[config.mk]
export PLATFORM = sky130hd
export DESIGN_NAME = tlm_tx_scheduler
export DESIGN_NICKNAME = d
export VERILOG_FILES = /design/src/rtl/pid_pkg.sv /design/src/rtl/tlm_period_counter.sv /design/src/rtl/tlm_tx_scheduler.sv
export SDC_FILE = /design/constraint.sdc
export NUM_CORES = 1
export LEC_CHECK = 0
export BUFFER_PORTS_ARGS = -buffer_cell sky130_fd_sc_hd__buf_2
export CELL_PAD_IN_SITES_DETAIL_PLACEMENT = 2
export CELL_PAD_IN_SITES_GLOBAL_PLACEMENT = 2
export CORE_MARGIN = 3
export CORE_UTILIZATION = 28
export CTS_CLUSTER_DIAMETER = 40
export DETAILED_ROUTE_END_ITERATION = 10
export PLACE_DENSITY = 0.67
export SLEW_MARGIN = 20
export SYNTH_ARGS = -nofsm -noshare
export SYNTH_HDL_FRONTEND = slang
export SYNTH_HIERARCHICAL = 1
export SYNTH_SLANG_ARGS = --single-unit
[constraint.sdc]
create_clock -name clk_in -period 1.9 [get_ports clk_in]
set_input_delay 0 -clock clk_in [delete_from_list [all_inputs] [get_ports clk_in]]
set_output_delay 0 -clock clk_in [all_outputs]
set_load 0.02 [all_outputs]
[src/rtl/pid_pkg.sv]
// ============================================================================
// Module : pid_pkg
// Brief  : Shared telemetry framing constants, scheduler state encoding and
//          the frame byte selector.
// Rev    : 1.0  initial release
// ============================================================================
`default_nettype none

package pid_pkg;

  localparam logic [7:0] TLM_HEADER    = 8'hA5;
  localparam int         TLM_FRAME_LEN = 6;

  typedef enum logic [2:0] {
    IDLE      = 3'd0,
    HOST_SEND = 3'd1,
    HOST_WAIT = 3'd2,
    TLM_SEND  = 3'd3,
    TLM_WAIT  = 3'd4
  } state_t;

  // Byte k of a telemetry frame; the last byte is the XOR of the four payload bytes.
  function automatic logic [7:0] tlm_byte(input logic [2:0]  idx,
                                          input logic [15:0] pid,
                                          input logic [15:0] sens);
    logic [7:0] b;
    case (idx)
      3'd0:    b = TLM_HEADER;
      3'd1:    b = pid[15:8];
      3'd2:    b = pid[7:0];
      3'd3:    b = sens[15:8];
      3'd4:    b = sens[7:0];
      3'd5:    b = pid[15:8] ^ pid[7:0] ^ sens[15:8] ^ sens[7:0];
      default: b = 8'h00;
    endcase
    return b;
  endfunction

endpackage

`default_nettype wire

[src/rtl/tlm_period_counter.sv]
// ============================================================================
// Module : tlm_period_counter
// Brief  : Telemetry period timebase with pending flag and overrun pulse.
// Rev    : 1.0  initial release
// ============================================================================
`default_nettype none

module tlm_period_counter #(
  parameter int TLM_DIV = 1000
) (
  input  logic clk_in,
  input  logic reset,
  input  logic i_clk_en,
  input  logic i_enable,
  input  logic i_clr_pending,
  output logic o_pending,
  output logic o_overrun
);

  logic [15:0] r_cnt;
  logic        r_pending;
  logic        r_overrun;
  logic        w_wrap;

  assign w_wrap = i_enable && i_clk_en && (r_cnt == 16'(TLM_DIV - 1));

  always_ff @(posedge clk_in) begin
    if (!reset) begin
      r_cnt     <= 16'd0;
      r_pending <= 1'b0;
      r_overrun <= 1'b0;
    end else begin
      r_overrun <= 1'b0;
      if (!i_enable) begin
        r_cnt     <= 16'd0;
        r_pending <= 1'b0;
      end else begin
        if (i_clk_en) begin
          r_cnt <= w_wrap ? 16'd0 : r_cnt + 16'd1;
        end
        // A wrap coinciding with the scheduler taking the flag is a fresh
        // frame request, not an overrun.
        if (w_wrap) begin
          r_pending <= 1'b1;
          r_overrun <= r_pending && !i_clr_pending;
        end else if (i_clr_pending) begin
          r_pending <= 1'b0;
        end
      end
    end
  end

  assign o_pending = r_pending;
  assign o_overrun = r_overrun;

endmodule

`default_nettype wire

[src/rtl/tlm_tx_scheduler.sv]
// ============================================================================
// Module : tlm_tx_scheduler
// Brief  : Shares one UART transmitter between host bytes and periodic
//          6-byte telemetry frames with round-robin arbitration.
// Rev    : 1.0  initial release
// ============================================================================
`default_nettype none

module tlm_tx_scheduler
  import pid_pkg::*;
#(
  parameter int TLM_DIV = 1000
) (
  input  logic        clk_in,
  input  logic        reset,
  input  logic        clk_en_i,
  input  logic        tlm_enable_i,
  input  logic [15:0] pid_data_i,
  input  logic [15:0] sens_data_i,
  input  logic        host_send_i,
  input  logic [7:0]  host_data_i,
  output logic        host_busy_o,
  input  logic        ser_busy_i,
  output logic        ser_send_o,
  output logic [7:0]  ser_data_o,
  output logic        tlm_overrun_o
);

  state_t      r_state, w_next;
  logic        r_hold_valid;
  logic [7:0]  r_hold_data;
  logic [15:0] r_pid, r_sens;
  logic [2:0]  r_idx;
  logic        r_prefer_tlm;
  logic        r_seen_busy;
  logic        r_ser_send;
  logic [7:0]  r_ser_data;

  logic        w_pending, w_conflict, w_grant_host, w_grant_tlm;
  logic        w_send, w_wait_done, w_last_byte;
  logic [7:0]  w_byte;

  tlm_period_counter #(.TLM_DIV(TLM_DIV)) u_period (
    .clk_in        (clk_in),
    .reset         (reset),
    .i_clk_en      (clk_en_i),
    .i_enable      (tlm_enable_i),
    .i_clr_pending (w_grant_tlm),
    .o_pending     (w_pending),
    .o_overrun     (tlm_overrun_o)
  );

  assign w_conflict  = (r_state == IDLE) && r_hold_valid && w_pending;
  assign w_last_byte = (r_idx == 3'(TLM_FRAME_LEN - 1));
  assign w_byte      = (r_state == HOST_SEND) ? r_hold_data : tlm_byte(r_idx, r_pid, r_sens);

  always_ff @(posedge clk_in) begin
    if (!reset) r_state <= IDLE;
    else        r_state <= w_next;
  end

  always_comb begin
    w_next       = r_state;
    w_grant_host = 1'b0;
    w_grant_tlm  = 1'b0;
    w_send       = 1'b0;
    w_wait_done  = 1'b0;
    case (r_state)
      IDLE: begin
        if (w_conflict) begin
          w_grant_tlm  = r_prefer_tlm;
          w_grant_host = !r_prefer_tlm;
        end else begin
          w_grant_host = r_hold_valid;
          w_grant_tlm  = w_pending;
        end
        if (w_grant_host)     w_next = HOST_SEND;
        else if (w_grant_tlm) w_next = TLM_SEND;
      end
      HOST_SEND, TLM_SEND: begin
        if (!ser_busy_i) begin
          w_send = 1'b1;
          w_next = (r_state == HOST_SEND) ? HOST_WAIT : TLM_WAIT;
        end
      end
      HOST_WAIT, TLM_WAIT: begin
        if (r_seen_busy && !ser_busy_i) begin
          w_wait_done = 1'b1;
          if (r_state == HOST_WAIT || w_last_byte) w_next = IDLE;
          else                                     w_next = TLM_SEND;
        end
      end
      default: w_next = IDLE;
    endcase
  end

  always_ff @(posedge clk_in) begin
    if (!reset) begin
      r_hold_valid <= 1'b0;
      r_hold_data  <= 8'h00;
      r_pid        <= 16'h0000;
      r_sens       <= 16'h0000;
      r_idx        <= 3'd0;
      r_prefer_tlm <= 1'b0;
      r_seen_busy  <= 1'b0;
      r_ser_send   <= 1'b0;
      r_ser_data   <= 8'h00;
    end else begin
      r_ser_send <= w_send;
      if (w_send) r_ser_data <= w_byte;
      if (w_grant_tlm) begin
        r_pid  <= pid_data_i;
        r_sens <= sens_data_i;
        r_idx  <= 3'd0;
      end else if (r_state == TLM_WAIT && w_wait_done && !w_last_byte) begin
        r_idx <= r_idx + 3'd1;
      end
      // The pointer only moves on a real conflict so conflicts alternate.
      if (w_conflict) r_prefer_tlm <= !r_prefer_tlm;
      if (w_send)          r_seen_busy <= 1'b0;
      else if (ser_busy_i) r_seen_busy <= 1'b1;
      if (r_state == HOST_WAIT && w_wait_done) begin
        r_hold_valid <= 1'b0;
        r_hold_data  <= 8'h00;
      end else if (host_send_i && !r_hold_valid) begin
        r_hold_valid <= 1'b1;
        r_hold_data  <= host_data_i;
      end
    end
  end

  assign host_busy_o = r_hold_valid;
  assign ser_send_o  = r_ser_send;
  assign ser_data_o  = r_ser_data;

endmodule

`default_nettype wire

## After elaboration in Yosys (flattened, before gate mapping)

Cells that the tools add are included.

- Flip-flop bits (word level): 76
- Input bits: 46
- Output and inout port bits: 11
- Logic and storage cells: 80

- Reductions and logical operators: 27
- Equality and inequality tests: 13
- Bitwise logic cells: 4
- Multiplexer cells: 21
- $add $sub $neg: 2

Operators by type and width:

| kind | count |
|---|---|
| $pmux W8 S6 | 1 |
| $xor A8 B8 Y8 | 3 |
| $add A16 B1 Y16 const B | 1 |
| $eq A16 B10 Y1 const B | 1 |
| $mux W16 | 1 |
| $mux W3 | 5 |
| $eq A3 B2 Y1 const B | 4 |
| $mux W1 | 11 |
| $logic_and A1 B1 Y1 | 10 |
| $reduce_or A2 Y1 | 5 |
| $eq A3 B3 Y1 const B | 3 |
| $pmux W3 S3 | 1 |
| $mux W8 | 1 |
| $eq A3 B1 Y1 const B | 2 |
| $logic_not A3 Y1 | 2 |
| $reduce_and A3 Y1 | 2 |
| $logic_not A1 Y1 | 5 |
| $ne A2 B2 Y1 const B | 2 |
| $add A3 B1 Y3 const B | 1 |
| $ne A3 B1 Y1 const B | 1 |
| $mux W2 | 1 |
| $reduce_and A2 Y1 | 1 |
| $reduce_bool A2 Y1 | 1 |
| $logic_or A1 B1 Y1 | 1 |
| $not A1 Y1 | 1 |

## Longest topological paths before layout

Gate-level depths: netlist of run 1.

- Word-level depth: 8
- Depth in mapped cells: 7
- Depth with buffers taken out: 6

## Modules after synthesis

The synthesis of run 1 kept the hierarchy.

Modules (own cells, without submodules):

| module | cells each | instances | seq. area each (sq um) | area each (sq um) |
|---|---|---|---|---|
| tlm_tx_scheduler | 334 | 1 | 1161.1 | 2909.0 |
| tlm_period_counter | 94 | 1 | 360.3 | 888.4 |

## Worst setup path before layout of run 1

No wires, ideal clock.

- Kind: register -> register
- Start point: register r_idx[0]
- End point: register r_ser_data[7] (netlist: ser_data_o[7])
- Slack: 0.131 ns
- Buffers on the path: 1
- Period minus slack after synthesis: 1.769 ns
- Library setup time: 0.117 ns
- Stages on the path, launching flop included: 7
- Required time: 1.783 ns
- Data arrival time: 1.652 ns
- Path through: dfxtp_1 > inv_1 > ha_1 > clkbuf_1 > a2111o_1 > o21a_1 > a32o_1

- Word-level cells in the longest chain between the ends: 3
- Elaborated cells on any way between the ends: 8
- Classes of those cells: 5 x eq/ne; 2 x mux; 1 x reduce/logical

Ends and longest elaborated chain:

| what | line | text |
|---|---|---|
| from (decl) | tlm_tx_scheduler.sv:33 | `logic [2:0] r_idx;` |
| from (signal assigned) | tlm_tx_scheduler.sv:116 | `r_idx <= r_idx + 3'd1;` |
| $eq A3 B3 Y1 (tied with other cells) | pid_pkg.sv:27 | `case (idx)` |
| $pmux W8 S6 (*) | pid_pkg.sv:27 |  |
| $mux W8 (*) | tlm_tx_scheduler.sv:55 | `assign w_byte = (r_state == HOST_SEND) ? r_hold_data : tlm_byte(r_idx, r_pid, r_sens);` |
| to (signal assigned) | tlm_tx_scheduler.sv:110 | `if (w_send) r_ser_data <= w_byte;` |
| to (decl) | tlm_tx_scheduler.sv:37 | `logic [7:0] r_ser_data;` |

Mark *: on every way between the ends. The rest lies on a longest branch, timed or not.
A chain may end at the register's enable or synchronous reset.

## Worst setup path in the final report of run 1

Ends and elaborated chain as after synthesis.

==> qor.yml, run 1 <==
status: "finished, final reports clean"
synthesis.instances: 428
maxSlewViolCount: 0
cts_root_buf: "clkbuf_16"
cts_max_path_buffers: 2
critPathRequiredTime_ps: 2130
synth_top_family_by_area: "simple AND/OR/NAND/NOR gates"
final_cells: 708
post-dp-hpwl_um: 8280
rows: 41
ys.flop_type: "dfxtp_1"
path_buf_inv: 1
peakVddDrop_uv: 333
max_freq_mhz: 549
finClkSkew_ps: 7.93
area_growth_pct: 33.7
syn-cell-area_um2: 3800
final_cell_area_um2: 5080
portBuffers: 56
tightest_slew_ps: 445
synth_nets: 480
startpoint_type: "flop"
p_leak_nw: 1.86
crit_family: "compound AO/OA/AOI/OAI gates"
worst_slack_ps: 77.7
coreArea_um2: 12900
antenna_found_initial: 0
overflow: 0
dp_slack_ps: 61.8
nFillCells: 1465
rsz0062_at_grt: "false"
grt_pass1_vias: 3724
synth_fa_ha_area_frac: 0.0198
die_h_um: 122
synth.avg_cell_area_um2: 8.87
seq_area_um2: 1520
start_util: 0.294
timing.final.crit_share: 0.959
setup_viol: 0
cp-end-kind: "flop"
arrival_ps: 2050
critPathMaxFanout: 4
grt_pass1_wl_um: 19400
postRouteWirelength_um: 11800
yosys.area.top_type: "dfxtp_1"
drt_first_pass_iters: 6
holdCritPathClass: "in -> reg"
synthSimpleGateAreaFrac: 0.245
wl_per_cell_um: 16.7
die_area_um2: 15000
vias: 3457
cts_max_level: 3
worstSetupPathType: "reg -> reg"
utilization: 0.393
gp_congestion: 0.791
drc: 0
numCtsBuffers: 9
synth_compound_area_frac: 0.172
finalHoldViolations: 0
synth_xor_area_frac: 0.0946
drt_iter0_drc: 102
synthTopCellsByArea: "dfxtp_1 40%, nand2_1 8.5%, xnor2_1 7.8%, a21boi_1 5.7%, nor2_1 3.7%"
n_antenna_cell: 0
cts_tree: "yes"
period_needed_ps: 1820
synth.most_common_cell: "nand2_1"
tns_ps: 0
dpl_cell_area_um2: 4300
maxCapViolCount: 0
max_stage_delay_ps: 460
final_nets: 583
viasPerCell: 4.88
synth_enable_flop_cells: 0
path_clk_slew_ps: 60
yosysTopAreaCellShare: 0.401
fin_hold_ws_ps: 433
async_reset_ff_frac: 0
ys_ff_latch: 76
synth_cell_types: 57
clock_latency_ps: 350
crit_chain: "inv_1 > ha_1 > a2111o_1 > o21a_1 > a32o_1"
drive_above_1_share: 0.198
relSlewSlack: 0.701
yosys-top-cells-count: "86 x nand2_1, 76 x dfxtp_1, 37 x nor2_1, 34 x xnor2_1, 29 x a21boi_1"
critical-path-slowest-cell: "a2111o_1"
grt_max_degree: 41
multi_input_area_um2: 2130
io_pins: 57
ant_nets: 0
placed_cells: 646
clock_sinks: 76
powerDensity_nw_per_um2: 776
ys_seq_area_frac: 0.401
yosysWarningCount: 6
totalPowerFinal_mw: 3.94
die_width_um: 122
muxShareOfSynthArea: 0.0290
track_usage: 0.167
[state kept, by name (all words and copies together) (netlist names)]
name,cells
host_busy_o,1
r_hold_data,8
r_idx,3
r_pid,16
r_prefer_tlm,1
r_seen_busy,1
r_sens,16
r_state,3
ser_data_o,8
ser_send_o,1
u_period/o_overrun,1
u_period/o_pending,1
u_period/r_cnt,16
[per-layer routing]
layer,GRT usage,share of wire,vias up
li1,-,-,1687
met1,0.203,0.47,1711
met2,0.293,0.49,48
met3,0.0272,0.026,11
met4,0.0693,0.017,0
met5,0,0,-
[cell families after synthesis]
group,count (synthesis)
compound gates,85
xor+xnor,41
fa+ha+maj,6
buf+inv,31
flops,76
mux,11
simple gates,178
[worst register-to-register path: stages (launching register included)]
cell and delay [ps]:
dfxtp_1 410, inv_1 110, ha_1 230, a2111o_1 460
o21a_1 240, a32o_1 260
[path summary, 6_finish.rpt]
kind / cells past startpoint / end / from / slack [ps]
min reg2reg: 2 / ser_data_o[1] / ser_data_o[1] / 450
min: 4 / r_hold_data[6] / host_data_i[6] / 430
max: 5 / ser_data_o[7] / r_idx[0] / 80
max reg2reg: 5 / ser_data_o[7] / r_idx[0] / 80
[report_power, final]
group / total (mW) / switching [mW] / internal, mW
Sequential: 1.68 / 0.0475 / 1.63
Clock: 1.84 / 0.663 / 1.18
Combinational: 0.418 / 0.200 / 0.218
Total: 3.94 / 0.911 / 3.03
[final cells by class]
cell class	instances	share of cell area
sequential	76	0.300
timing repair buffer	115	0.170
clock buffer	11	0.0478
tap	172	0.0424
clock inverter	5	0.0148
inverter	8	0.00591
multi-input combinational	321	0.419
[repair_timing]
item                                    in CTS  in global routing
hold buffers                                46                  0
endpoints found under the setup margin       0                  5
resized for setup                            0                  1
hold endpoints to repair                    46                  0
buffers inserted                             0                  0
[placed cells by master, fill, tap and decap left out, types with 6 or more instances in the layout]
cell,netlist,final
mux2i_1,11,11
dlygate4sd3_1,0,46
nand2_1,86,86
inv_1,6,6
nand3_1,6,6
clkbuf_16,0,9
a21oi_1,6,6
o211ai_1,8,8
a21boi_1,29,29
xnor2_1,34,34
nor2_1,37,37
buf_4,3,11
xor2_1,7,7
buf_2,5,56
nand2b_1,8,8
dfxtp_1,76,76
No activity file was read; power rests on OpenSTA's default activity.
==> inputs of run 2 (changes only) <==
--- a/config.mk
+++ b/config.mk
@@ -13,6 +13,7 @@
 export CTS_CLUSTER_DIAMETER = 40
 export DETAILED_ROUTE_END_ITERATION = 10
 export PLACE_DENSITY = 0.67
+export SETUP_SLACK_MARGIN = 0.5
 export SLEW_MARGIN = 20
 export SYNTH_ARGS = -nofsm -noshare
 export SYNTH_HDL_FRONTEND = slang
==> run 2 against run 1 <==
  * Clock skew shrank 1.7 ps
  * Fmax grew 7.9%
  * Count of clock-buffer cells in the layout grew 1
  * Sequential cell count is the same
  * Setup slack gained 130 ps
  * Combinational power grew 9.8%
  * Die area is the same
  * Core utilization grew 3.2 points
  * Worst hold slack lost 400 ps
  * Via count grew 2.8%
  * Total power shrank 7.7%
  * Largest cell class unchanged
==> qor.yml, run 2 (synthesis gave the netlist of run 1 again) <==
status: "finished, final reports clean"
clock_latency_ps: 330  # -20 ps
setup_viol: 0  # unchanged
final_nets: 597  # +2.4%
final_cell_mix: "86 x nand2_1, 59 x dfxtp_1, 56 x buf_2, 44 x dlygate4sd3_1, 33 x xnor2_1"
n_antenna_cell: 0  # unchanged
cts_max_level: 3  # unchanged
path_clk_slew_ps: 60  # about the same
grt_pass1_vias: 3700  # -0.64%
tns_ps: 0  # unchanged
die_area_um2: 15000  # unchanged
critical-path-slowest-cell: "dfxtp_4"
maxCapViolCount: 0  # unchanged
rsz0062_at_grt: "true"
track_usage: 0.164  # -0.00329
dpl_cell_area_um2: 4290  # -0.26%
grt_max_degree: 41  # unchanged
start_util: 0.294  # unchanged
grt_pass1_wl_um: 19300  # -0.43%
finalHoldViolations: 0  # unchanged
crit_family: "compound AO/OA/AOI/OAI gates"
cp-end-kind: "flop"
reg.largest.list: "r_pid (16), r_sens (16), u_period/r_cnt (16)"
critPathRequiredTime_ps: 2110  # -20 ps
holdCritPathClass: "in -> reg"
cts_root_buf: "clkbuf_16"
crit_chain: "inv_2 > ha_4 > buf_12 > a32oi_1 > o211ai_1 > a21oi_1 > o31ai_2"
tightest_slew_ps: 438  # -7.03 ps
final_cell_area_um2: 5490  # +8.2%
sw_frac_of_total: 0.242  # +0.0105
timing.final.crit_share: 0.889  # -0.0704
startpoint_type: "flop"
maxSlewViolCount: 0  # unchanged
seq_power_share: 0.460  # +0.034
coreArea_um2: 12900  # unchanged
max_freq_mhz: 592  # +7.9%
die_width_um: 122  # unchanged
fin_hold_ws_ps: 27.6  # -405 ps
portBuffers: 56  # unchanged
numCtsBuffers: 9  # unchanged
dp_slack_ps: 206  # +144 ps
antenna_found_initial: 0  # unchanged
p_clk_frac: 0.414  # -0.054
max_stage_delay_ps: 390  # -70 ps
multi_input_area_um2: 2400  # +13%
postRouteWirelength_um: 12900  # +8.7%
nFillCells: 1405  # -4.1%
period_needed_ps: 1690  # -134 ps
viasPerCell: 4.95  # +1.3%
powerDensity_nw_per_um2: 662  # -15%
cts_tree: "yes"
gp_congestion: 0.834  # +5.5%
vias: 3553  # +2.8%
post-dp-hpwl_um: 8250  # -0.41%
p_comb_frac: 0.126  # +0.020
finClkSkew_ps: 6.19  # -1.74 ps
rows: 41  # unchanged
drt_iter0_drc: 133  # +30%
cts_max_path_buffers: 2  # unchanged
arrival_ps: 1900  # -150 ps
worst_slack_ps: 211  # +134 ps
io_pins: 57  # unchanged
clock_sinks: 76  # unchanged
seq_area_um2: 1570  # +3.2%
path_buf_inv: 2  # +1
relSlewSlack: 0.705  # +0.00434
drt_first_pass_iters: 5  # -1
p_leak_nw: 1.96  # +5.3%
area_growth_pct: 44.6
p_switching_mw: 0.880  # -3.5%
wl_per_cell_um: 17.9  # +7.2%
drive_above_1_share: 0.315  # +0.117
peakVddDrop_uv: 295  # -11%
drc: 0  # unchanged
die_h_um: 122  # unchanged
critPathMaxFanout: 8  # +4
ant_nets: 0  # unchanged
overflow: 0  # unchanged
layout_commonest_cell: "nand2_1"
worstSetupPathType: "reg -> reg"
internal_power_mw: 2.76  # -8.9%
==> run 2: cell types whose count changed in the layout (fill, tap and decap cells not counted), sizes merged <==
cell	change
buf	+15
bufinv	-2
clkbuf	+2
clkinv	-2
dlygate4sd3	-2
inv	-1
==> run 2: final timing paths <==
check,cells past startpoint,slack (ps),startpoint,end
worst max-delay path,7,210,r_idx[1],ser_data_o[6]
worst min-delay path,2,30,clk_en_i,u_period/r_cnt[1]
worst max register to register,7,210,r_idx[1],ser_data_o[6]
worst min register to register,2,460,ser_data_o[3],ser_data_o[3]
==> run 2: timing repair <==
| action | CTS | global route |
|---|---|---|
| cloned | 0 | 1 |
| setup endpoints to repair | 62 | 58 |
| hold buffers | 44 | 0 |
| pin swaps | 14 | 32 |
| resized for setup | 37 | 54 |
| buffers inserted | 7 | 11 |
| hold endpoints to repair | 44 | 0 |
==> run 2: power groups by stage <==
stage | sequential, mW | clock (mW) | combinational [mW]
after floorplan | 1.70 | 0 | 0.217
after global placement | 1.72 | 0 | 0.307
after global routing | 1.68 | 1.63 | 0.509
after detailed placement | 1.72 | 0 | 0.319
after CTS | 1.68 | 1.55 | 0.407
final | 1.67 | 1.51 | 0.459
==> run 2: area by class of cell <==
type,instances,share of cell area
Clock buffer,12,0.0449
Sequential cell,76,0.286
Multi-Input combinational cell,321,0.437
Inverter,8,0.00684
Tap cell,172,0.0392
Timing Repair Buffer,129,0.186
==> run 2: routing by layer <==
layer | global-route usage | vias up | routed length (um)
li1 | - | 1710 | -
met2 | 0.273 | 69 | 6440
met5 | 0 | - | 0
met4 | 0.0483 | 0 | 227
met3 | 0.0323 | 16 | 379
met1 | 0.215 | 1758 | 5820
==> run 2: per-stage QoR <==
step	power, mW	utilization	std cells
CTS	3.64	0.401	706
global placement	2.02	0.331	643
finish	3.64	0.425	718
detailed placement	2.04	0.331	643
floorplan	1.92	-	428
global route	3.82	0.425	718
==> inputs of run 3 (changes only) <==
--- a/config.mk
+++ b/config.mk
@@ -8,11 +8,11 @@
 export BUFFER_PORTS_ARGS = -buffer_cell sky130_fd_sc_hd__buf_2
 export CELL_PAD_IN_SITES_DETAIL_PLACEMENT = 2
 export CELL_PAD_IN_SITES_GLOBAL_PLACEMENT = 2
-export CORE_MARGIN = 3
+export CORE_MARGIN = 2
 export CORE_UTILIZATION = 28
 export CTS_CLUSTER_DIAMETER = 40
 export DETAILED_ROUTE_END_ITERATION = 10
-export PLACE_DENSITY = 0.67
+export PLACE_DENSITY = 0.66
 export SETUP_SLACK_MARGIN = 0.5
 export SLEW_MARGIN = 20
 export SYNTH_ARGS = -nofsm -noshare
==> run 3 against run 2 <==
  * Global-route usage grew 1.6 points
  * Sequential share of layout area shrank 2.3 points
  * Total power increased by 8.1%
  * Setup slack better by 51 ps
  * Clock skew increased by 2.5 ps
  * Register-to-register slack improved by 50 ps
  * Die area shrank 3.2%
  * Final cell count grew 1.7%
  * Combinational power is 6.1% higher
  * Worst hold slack better by 390 ps
  * Critical path depth shrank 2
  * Fmax up 3.1%
  * Critical path type unchanged
==> qor.yml, run 3 (synthesis gave the netlist of run 1 again) <==
final_cells: 730  # +1.7%
cts_tree: "yes"
worstHoldStart: "host_send_i"
cp-end-kind: "flop"
sw_frac_of_total: 0.248  # +0.00602
area_growth_pct: 55.6
finalHoldViolations: 0  # unchanged
io_pins: 57  # unchanged
peakVddDrop_uv: 377  # +28%
finClkSkew_ps: 8.67  # +2.47 ps
path_clk_slew_ps: 60  # about the same
powerDensity_nw_per_um2: 665  # +0.49%
setup_viol: 0  # unchanged
start_util: 0.287  # -0.00699
cts_max_level: 3  # unchanged
grtUsageMet1: 0.224  # +0.00955
startpoint_type: "flop"
grt_use_met3: 0.0335  # +0.00123
holdCritPathClass: "in -> reg"
reg2reg_setup_slack_ps: 260  # +50 ps
rsz0062_at_grt: "true"
die_area_um2: 14500  # -3.2%
coreArea_um2: 13200  # +2.4%
reg.largest.list: "r_pid (16), r_sens (16), u_period/r_cnt (16)"
status: "finished, final reports clean"
maxSlewViolCount: 0  # unchanged
internal_power_mw: 2.96  # +7.3%
drt_first_pass_iters: 4  # -1
post-dp-hpwl_um: 8080  # -2.0%
p_comb_frac: 0.124  # -0.002
p_switching_mw: 0.975  # +11%
arrival_ps: 1870  # -30 ps
r2r-end: "ser_data_o[5]"
cts_root_buf: "clkbuf_16"
worstSetupPathType: "reg -> reg"
critPathRequiredTime_ps: 2140  # +30 ps
r2r-start: "r_idx[1]"
die_width_um: 120  # -1.6%
critPathMaxFanout: 4  # -4
seq_power_share: 0.426  # -0.034
max_freq_mhz: 611  # +3.1%
cts_max_path_buffers: 2  # unchanged
vias: 3566  # +0.37%
period_needed_ps: 1640  # -51.1 ps
gr-usage-met2: 0.304  # +0.0302
totalPowerFinal_mw: 3.93  # +8.1%
portBuffers: 56  # unchanged
timing.final.crit_share: 0.862  # -0.0269
p_clk_frac: 0.450  # +0.036
tns_ps: 0  # unchanged
relSlewSlack: 0.725  # +0.0195
clock_sinks: 76  # unchanged
rows: 42  # +2.4%
antenna_found_initial: 0  # unchanged
postRouteWirelength_um: 13300  # +3.6%
viasPerCell: 4.88  # -1.3%
tightest_slew_ps: 410  # -27.7 ps
wl_per_cell_um: 18.3  # +1.9%
p_leak_nw: 2.25  # +15%
overflow: 0  # unchanged
nFillCells: 1403  # -0.14%
ff2ff_path_depth: 5  # -2
final_cell_mix: "62 x dfxtp_1, 58 x nand2_1, 56 x buf_2, 45 x dlygate4sd3_1, 33 x xnor2_1"
final_nets: 601  # +0.67%
min_to: "host_busy_o"
hold_depth: 4  # +2
drc: 0  # unchanged
drive_above_1_share: 0.408  # +0.0929
ant_nets: 0  # unchanged
die_h_um: 120  # -1.6%
clock_latency_ps: 350  # +20 ps
grt.busiest_layer: "met2"
track_usage: 0.180  # +0.0162
layout_commonest_cell: "dfxtp_1"
n_antenna_cell: 0  # unchanged
maxCapViolCount: 0  # unchanged
grt_pass1_wl_um: 20200  # +4.8%
placed_cells: 647  # +0.62%
gp_congestion: 0.820  # -1.8%
drt_iter0_drc: 176  # +32%
utilization: 0.446  # +0.0214
grt_pass1_vias: 3844  # +3.9%
numCtsBuffers: 9  # unchanged
grt_max_degree: 41  # unchanged
[run 3: per-stage QoR]
step	hold slack, ps	setup WS (ps)	area (um2)
2_1_floorplan	83.0	301	3860
3_3_place_gp	221	262	4300
3_5_place_dp	240	183	4300
4_1_cts	417	269	5450
5_1_grt	458	195	5910
6_report	420	262	5910
[run 3: worst max path at each step]
| stage | from | to | slack, ps | cells past startpoint |
|---|---|---|---|---|
| CTS | r_idx[1] | ser_data_o[2] | 270 | 5 |
| detailed placement | r_state[0] | ser_data_o[4] | 180 | 4 |
| floorplan | r_idx[0] | ser_data_o[0] | 300 | 6 |
| finish | r_idx[1] | ser_data_o[5] | 260 | 5 |
| global route | r_idx[1] | r_idx[1] | 190 | 6 |
| global placement | r_idx[0] | ser_data_o[2] | 260 | 5 |
[run 3: what timing repair did]
| item | 4_1_cts | 5_1_grt |
|---|---|---|
| endpoints found under the setup margin | 63 | 65 |
| hold buffers | 45 | 0 |
| endpoints found under the hold margin | 45 | 0 |
| buffers inserted | 17 | 2 |
| gates cloned | 2 | 1 |
| resized for setup | 53 | 113 |
| pin swaps | 18 | 83 |
[run 3: cell type report]
cell class | instances | area [um2] | area share
Tap cell | 176 | 220 | 0.0373
Multi-Input combinational cell | 321 | 2700 | 0.457
Sequential cell | 76 | 1550 | 0.263
Clock inverter | 5 | 50.0 | 0.00847
Inverter | 8 | 45.0 | 0.00762
Timing Repair Buffer | 133 | 1090 | 0.184
Clock buffer | 11 | 253 | 0.0428
[run 3: per-layer routing]
layer	vias up	share of wire	routed length (um)
li1	1728	-	-
met1	1755	0.44	5840
met2	66	0.51	6850
met3	17	0.028	377
met4	0	0.020	260
met5	-	0	0
[run 3: power by group through the flow]
| stage | clock network (mW) | logic (mW) | registers, mW |
|---|---|---|---|
| after floorplan | 0 | 0.217 | 1.70 |
| after global placement | 0 | 0.318 | 1.71 |
| after detailed placement | 0 | 0.333 | 1.71 |
| after CTS | 1.80 | 0.440 | 1.68 |
| after global routing | 1.88 | 0.531 | 1.68 |
| final | 1.77 | 0.487 | 1.68 |
[run 3: worst max-delay path, stage by stage (launching register included)]
cell and delay (ps):
dfxtp_4 370, buf_6 120, ha_4 150, a2111o_1 400, o21a_1 250, a32o_1 230
